**config.mk**
```make
export PLATFORM = sky130hd
export DESIGN_NAME = d7s_scan_counter
export DESIGN_NICKNAME = d
export VERILOG_FILES = /design/src/rtl/d7s_scan_counter.sv
export SDC_FILE = /design/constraint.sdc
export NUM_CORES = 1
export LEC_CHECK = 0
export CAP_MARGIN = 20
export CORE_UTILIZATION = 45
export DETAILED_ROUTE_END_ITERATION = 8
export PLACE_DENSITY_LB_ADDON = 0.1
export SYNTH_ARGS = -nofsm -noshare
export SYNTH_HDL_FRONTEND = slang
export SYNTH_SLANG_ARGS = --single-unit
```
**constraint.sdc**
```tcl
create_clock -name clk -period 4.8 [get_ports clk]
set_clock_uncertainty 0.1 [all_clocks]
set_input_delay 0.48 -clock clk [delete_from_list [all_inputs] [get_ports clk]]
set_output_delay 0.48 -clock clk [all_outputs]
set_load 0.005 [all_outputs]
```
**src/rtl/d7s_scan_counter.sv**
```systemverilog
// d7s_scan_counter: prescaled up/down counter with load and wrap at MAX_COUNT.
// The count is converted to BCD by a sequential shift-add-3 converter, and the
// result drives a multiplexed DIGITS-wide 7-segment display.
//
// Optional feature: define D7S_BLANK_EN for leading-zero blanking. When it is
// undefined, every digit is shown, leading zeros included.
//
// Ports:
//   clk        system clock
//   rst        synchronous active-low reset
//   en         1 = prescaler runs, 0 = prescaler and count hold
//   up         1 = count up, 0 = count down
//   load       1-cycle pulse; loads min(load_val, MAX_COUNT) and clears prescaler
//   load_val   value to load (CNT_W bits)
//   count      current binary count (CNT_W bits)
//   transistor one-hot digit enable, active high, bit 0 = units
//   d7sp       segments {g,f,e,d,c,b,a}, active high
module d7s_scan_counter #(
    parameter int unsigned DIGITS    = 4,
    parameter int unsigned CNT_W     = 14,
    parameter int unsigned MAX_COUNT = 9999,
    parameter int unsigned TICK_DIV  = 50000000,
    parameter int unsigned SCAN_DIV  = 50000
) (
    input  logic              clk,
    input  logic              rst,
    input  logic              en,
    input  logic              up,
    input  logic              load,
    input  logic [CNT_W-1:0]  load_val,
    output logic [CNT_W-1:0]  count,
    output logic [DIGITS-1:0] transistor,
    output logic [6:0]        d7sp
);

    function automatic longint unsigned pow10_f(input int unsigned n);
        longint unsigned r;
        r = 64'd1;
        for (int unsigned k = 0; k < n; k++) r = r * 64'd10;
        return r;
    endfunction

    localparam int unsigned     BCD_W     = 4 * DIGITS;
    localparam int unsigned     PRE_W     = (TICK_DIV > 1) ? $clog2(TICK_DIV) : 1;
    localparam int unsigned     SCN_W     = (SCAN_DIV > 1) ? $clog2(SCAN_DIV) : 1;
    localparam int unsigned     IDX_W     = (DIGITS > 1) ? $clog2(DIGITS) : 1;
    localparam int unsigned     BIT_W     = $clog2(CNT_W + 1);
    localparam longint unsigned DEC_LIMIT = pow10_f(DIGITS);
    localparam longint unsigned BIN_LIMIT = 64'd1 << CNT_W;
    localparam logic [CNT_W-1:0] MAX_C    = CNT_W'(MAX_COUNT);

    // Elaboration-time parameter sanity checks
    if (DIGITS < 1 || DIGITS > 8) begin : g_bad_digits
        $error("d7s_scan_counter: DIGITS must be 1..8");
    end
    if (64'(MAX_COUNT) >= DEC_LIMIT || 64'(MAX_COUNT) >= BIN_LIMIT) begin : g_bad_max
        $error("d7s_scan_counter: MAX_COUNT does not fit DIGITS or CNT_W");
    end
    if (CNT_W < 2 || TICK_DIV <= CNT_W + 2) begin : g_bad_tick
        $error("d7s_scan_counter: need CNT_W >= 2 and TICK_DIV > CNT_W+2");
    end

    localparam logic [1:0] S_IDLE  = 2'd0;
    localparam logic [1:0] S_SHIFT = 2'd1;
    localparam logic [1:0] S_DONE  = 2'd2;

    logic [PRE_W-1:0] pre_cnt;
    logic             tick_c;
    logic [1:0]       state, state_nxt;
    logic             first;
    logic [CNT_W-1:0] snap, shreg;
    logic [BCD_W-1:0] bcd, bcd_adj, disp;
    logic [BIT_W-1:0] bit_cnt;
    logic [SCN_W-1:0] scan_cnt;
    logic [IDX_W-1:0] digit_idx;
    logic [3:0]       nib;
    logic             blank;

    function automatic logic [6:0] seg7(input logic [3:0] d);
        case (d)
            4'd0:    return 7'h3F;
            4'd1:    return 7'h06;
            4'd2:    return 7'h5B;
            4'd3:    return 7'h4F;
            4'd4:    return 7'h66;
            4'd5:    return 7'h6D;
            4'd6:    return 7'h7D;
            4'd7:    return 7'h07;
            4'd8:    return 7'h7F;
            4'd9:    return 7'h6F;
            default: return 7'h00;
        endcase
    endfunction

    assign tick_c = en && (pre_cnt == PRE_W'(TICK_DIV - 1));

    // Prescaler and counter; load beats a coincident tick
    always_ff @(posedge clk) begin
        if (!rst) begin
            pre_cnt <= '0;
            count   <= '0;
        end else if (load) begin
            pre_cnt <= '0;
            count   <= (load_val > MAX_C) ? MAX_C : load_val;
        end else if (en) begin
            pre_cnt <= tick_c ? '0 : pre_cnt + PRE_W'(1);
            if (tick_c) begin
                if (up) count <= (count == MAX_C) ? '0 : count + CNT_W'(1);
                else    count <= (count == '0) ? MAX_C : count - CNT_W'(1);
            end
        end
    end

    // Converter state register
    always_ff @(posedge clk) begin
        if (!rst) state <= S_IDLE;
        else      state <= state_nxt;
    end

    // Converter next state; the bit counter marks the last of CNT_W shifts
    always_comb begin
        state_nxt = state;
        case (state)
            S_IDLE:  if (first || count != snap) state_nxt = S_SHIFT;
            S_SHIFT: if (bit_cnt == BIT_W'(CNT_W - 1)) state_nxt = S_DONE;
            S_DONE:  state_nxt = S_IDLE;
            default: state_nxt = S_IDLE;
        endcase
    end

    // Add 3 to every nibble >= 5 ahead of the shift
    always_comb begin
        bcd_adj = bcd;
        for (int i = 0; i < int'(DIGITS); i++) begin
            if (bcd[4*i +: 4] >= 4'd5) bcd_adj[4*i +: 4] = bcd[4*i +: 4] + 4'd3;
        end
    end

    // Converter datapath
    always_ff @(posedge clk) begin
        if (!rst) begin
            first   <= 1'b1;
            snap    <= '0;
            shreg   <= '0;
            bcd     <= '0;
            bit_cnt <= '0;
            disp    <= '0;
        end else begin
            case (state)
                S_IDLE: begin
                    if (state_nxt == S_SHIFT) begin
                        first   <= 1'b0;
                        snap    <= count;
                        shreg   <= count;
                        bcd     <= '0;
                        bit_cnt <= '0;
                    end
                end
                S_SHIFT: begin
                    bcd     <= {bcd_adj[BCD_W-2:0], shreg[CNT_W-1]};
                    shreg   <= {shreg[CNT_W-2:0], 1'b0};
                    bit_cnt <= bit_cnt + BIT_W'(1);
                end
                S_DONE:  disp <= bcd;
                default: ;
            endcase
        end
    end

    // Select the scanned nibble and decide whether it is a leading zero
    always_comb begin
`ifdef D7S_BLANK_EN
        logic upper_zero;
        upper_zero = 1'b1;
`endif
        nib   = '0;
        blank = 1'b0;
        for (int i = int'(DIGITS) - 1; i >= 0; i--) begin
`ifdef D7S_BLANK_EN
            upper_zero = upper_zero && (disp[4*i +: 4] == 4'd0);
`endif
            if (digit_idx == IDX_W'(i)) begin
                nib = disp[4*i +: 4];
`ifdef D7S_BLANK_EN
                blank = upper_zero && (i != 0);
`endif
            end
        end
    end

    // Scan timing; transistor and d7sp share one register edge
    always_ff @(posedge clk) begin
        if (!rst) begin
            scan_cnt   <= '0;
            digit_idx  <= '0;
            transistor <= DIGITS'(1);
            d7sp       <= 7'h3F;
        end else begin
            if (scan_cnt == SCN_W'(SCAN_DIV - 1)) begin
                scan_cnt  <= '0;
                digit_idx <= (digit_idx == IDX_W'(DIGITS - 1)) ? '0 : digit_idx + IDX_W'(1);
            end else begin
                scan_cnt <= scan_cnt + SCN_W'(1);
            end
            transistor <= DIGITS'(1) << digit_idx;
            d7sp       <= blank ? 7'h00 : seg7(nib);
        end
    end

endmodule

```
==> run metrics <==
share of flip-flops with an asynchronous set or reset=0%; via density per instance=5.72; routed len/inst=16.2 um; leakage=0.00283 uW; Fin Setup TNS=0 ns; post-synth top area share=37.9%; Die Area=approximately 16000 um2; Worst Path Required=between 4 and 5 ns; met3 wire len=705 um; Synth Net Count=about 940; Inserted Diodes=0; Hold Crit Class=reg2reg; library cells used by synthesis=70; Final Wtd Congestion=0.888; total track usage=~23%; ranking of synthesized cells by area=dfxtp_1 38%, a21oi_1 5.3%, xnor2_1 4.9%; CP Launch Type=primary input; routed wl met2=8730 um; Seq/Total Area, Yosys=between 30% and 40%; # IOs=44; Fmax=313 MHz; DRT met1 WL=8450 um; H-tree levels=4; WS Path Type=in2reg; Pwr Density=~330 nW/um2; top sig layer=met4; Max clock buf depth=2; Max-Cap Viols=0; final slew viol count=0; Port Buffers=43; Area growth, synth to finish=14.9%; result of the run=finished, final reports clean; # DRC=0; Final Cell Area=around 8300 um2; max_slew headroom=between 30% and 40%; worst skew pair latency=0.42 ns; DR iter-0 viols=504; Overall Power=approximately 2700 uW; final WL=~18000 um; vias in the first global route=a little over 6000; Clock Sink Count=136; Worst Tran Pin Value=roughly 0.97 ns; Synth Register Bits=~140; share of cells above drive strength 1=around 6.8%; setup violators final=0; DR pass1 iterations=5; CTS tree=built; Most used DFF post-synth=dfxtp_1; worst IR drop on VDD=0.259 mV; Die Width=about 130 um; final hold viol count=0; total gr overflow=0; postcts setup bufs=0; DR vias=around 6400; Post-synth EDFFs=0; cells after synthesis=approximately 890; register area=~2700 um2; Hold-fix buffers, CTS=0; Hold Slack=~0.35 ns; Yosys top cell by area=dfxtp_1; Die H=about 130 um; number of rows in the core area=45; global-route wire length before repair=approximately 30000 um; pin count of the biggest net entering global routing=between 70 and 80; Post-CTS Resized=0; Final Critical Period=between 3 and 4 ns; Nets=between 900 and 1000; Avg Inst Size Synth=8.06 um2; Multi-input gate area=between 4000 and 5000 um2; Ys Warns=0; fin crit share=66.5%; cts bufs inserted=17; Worst Path Arrival=approximately 3.4 ns; # fillers=1419; antenna-violating nets left=0; Root Driver=clkbuf_16; Core Box Area=15400 um2; initial antenna violation count=0; Initial Util=46.8%; worst-path maximum fanout=24; synthesized area=7190 um2; dpl cell area=7670 um2; Crit. End Element=flip-flop; RSZ-0062 raised after global routing=false; DP HPWL=around 12000 um; clock slew at reported path FFs=~0.06 ns
routing by layer:
| metal | vias to the layer above | track usage [%] |
|---|---|---|
| li1 | 3209 | - |
| met1 | 3046 | 28.9 |
| met2 | 154 | 38.9 |
| met3 | 19 | 5.03 |
| met4 | 0 | 8.79 |
| met5 | - | 0 |
synth_stat cells (18+ instances only):
library cell and number:
dfxtp_1 136, nand2_1 85, a21oi_1 76, nor2_1 67
o21ai_0 63, clkbuf_1 43, nand3_1 42, xnor2_1 40
inv_1 35, nor3_1 28, ha_1 25, xor2_1 25
a31oi_1 20, nor4_1 18
worst paths after layout:
kind	endpoint	start	slack, ns	cells past startpoint
max reg2reg	shreg[4]	count[9]	1.79	5
min	bcd[0]	shreg[13]	0.35	2
min reg2reg	bcd[0]	shreg[13]	0.35	2
max	count[9]	en	1.61	6
cell families after synthesis:
logic type	after synthesis	share of synthesized area [%]
flip-flops	136	37.9
XOR/XNOR	65	7.92
multiplexers	4	0.574
adder cells (fa/ha/maj)	25	4.35
buffers and inverters	97	5.64
AO/OA/AOI/OAI	227	19.0
AND/OR/NAND/NOR	338	24.7
sequential cells by signal, summed over array words and instances, names as in the netlist:
signal / count
count: 14
digit_idx: 2
d7sp: 7
state: 2
scan_cnt: 16
disp: 16
pre_cnt: 26
bit_cnt: 4
bcd: 16
shreg: 14
first: 1
transistor: 4
snap: 14
report_power, final:
part / leakage (uW) / switching (uW) / total [uW] / internal [uW]
clock network: 0.000274 / 493 / 1300 / 809
registers: 0.00110 / 47.9 / 1200 / 1150
logic: 0.00145 / 132 / 226 / 93.9
cell type report:
type	instances	share of cell area [%]
Multi-Input combinational cell	659	49.2
Sequential cell	136	33.0
Timing Repair Buffer	51	5.94
Clock buffer	18	5.20
Tap cell	211	3.20
Clock inverter	12	1.85
Inverter	36	1.64
cell usage in the layout (no fill, tap or decap), types with 28 or more instances in the layout:
master | netlist | final
dfxtp_1 | 136 | 136
nand2_1 | 85 | 85
a21oi_1 | 76 | 76
nor2_1 | 67 | 67
o21ai_0 | 63 | 63
clkdlybuf4s50_1 | 0 | 43
nand3_1 | 42 | 42
xnor2_1 | 40 | 40
inv_1 | 35 | 35
nor3_1 | 28 | 28
critical path, stage by stage:
cell             delay (ns)
clkdlybuf4s50_1        0.58
and4_1                 0.33
nand3_1                0.40
or3_1                  0.74
nand2_1                0.69
o22ai_1                0.14
stage by stage:
stage               std cells  util, %  worst slack, ns
CTS                      1122     53.7             1.62
global route             1123     53.7             1.38
floorplan                 892        -             2.48
detailed placement       1092     49.9             1.16
finish                   1123     53.7             1.61
global placement         1092     49.9             1.25
Note: power is estimated with default switching activity, not from simulation.
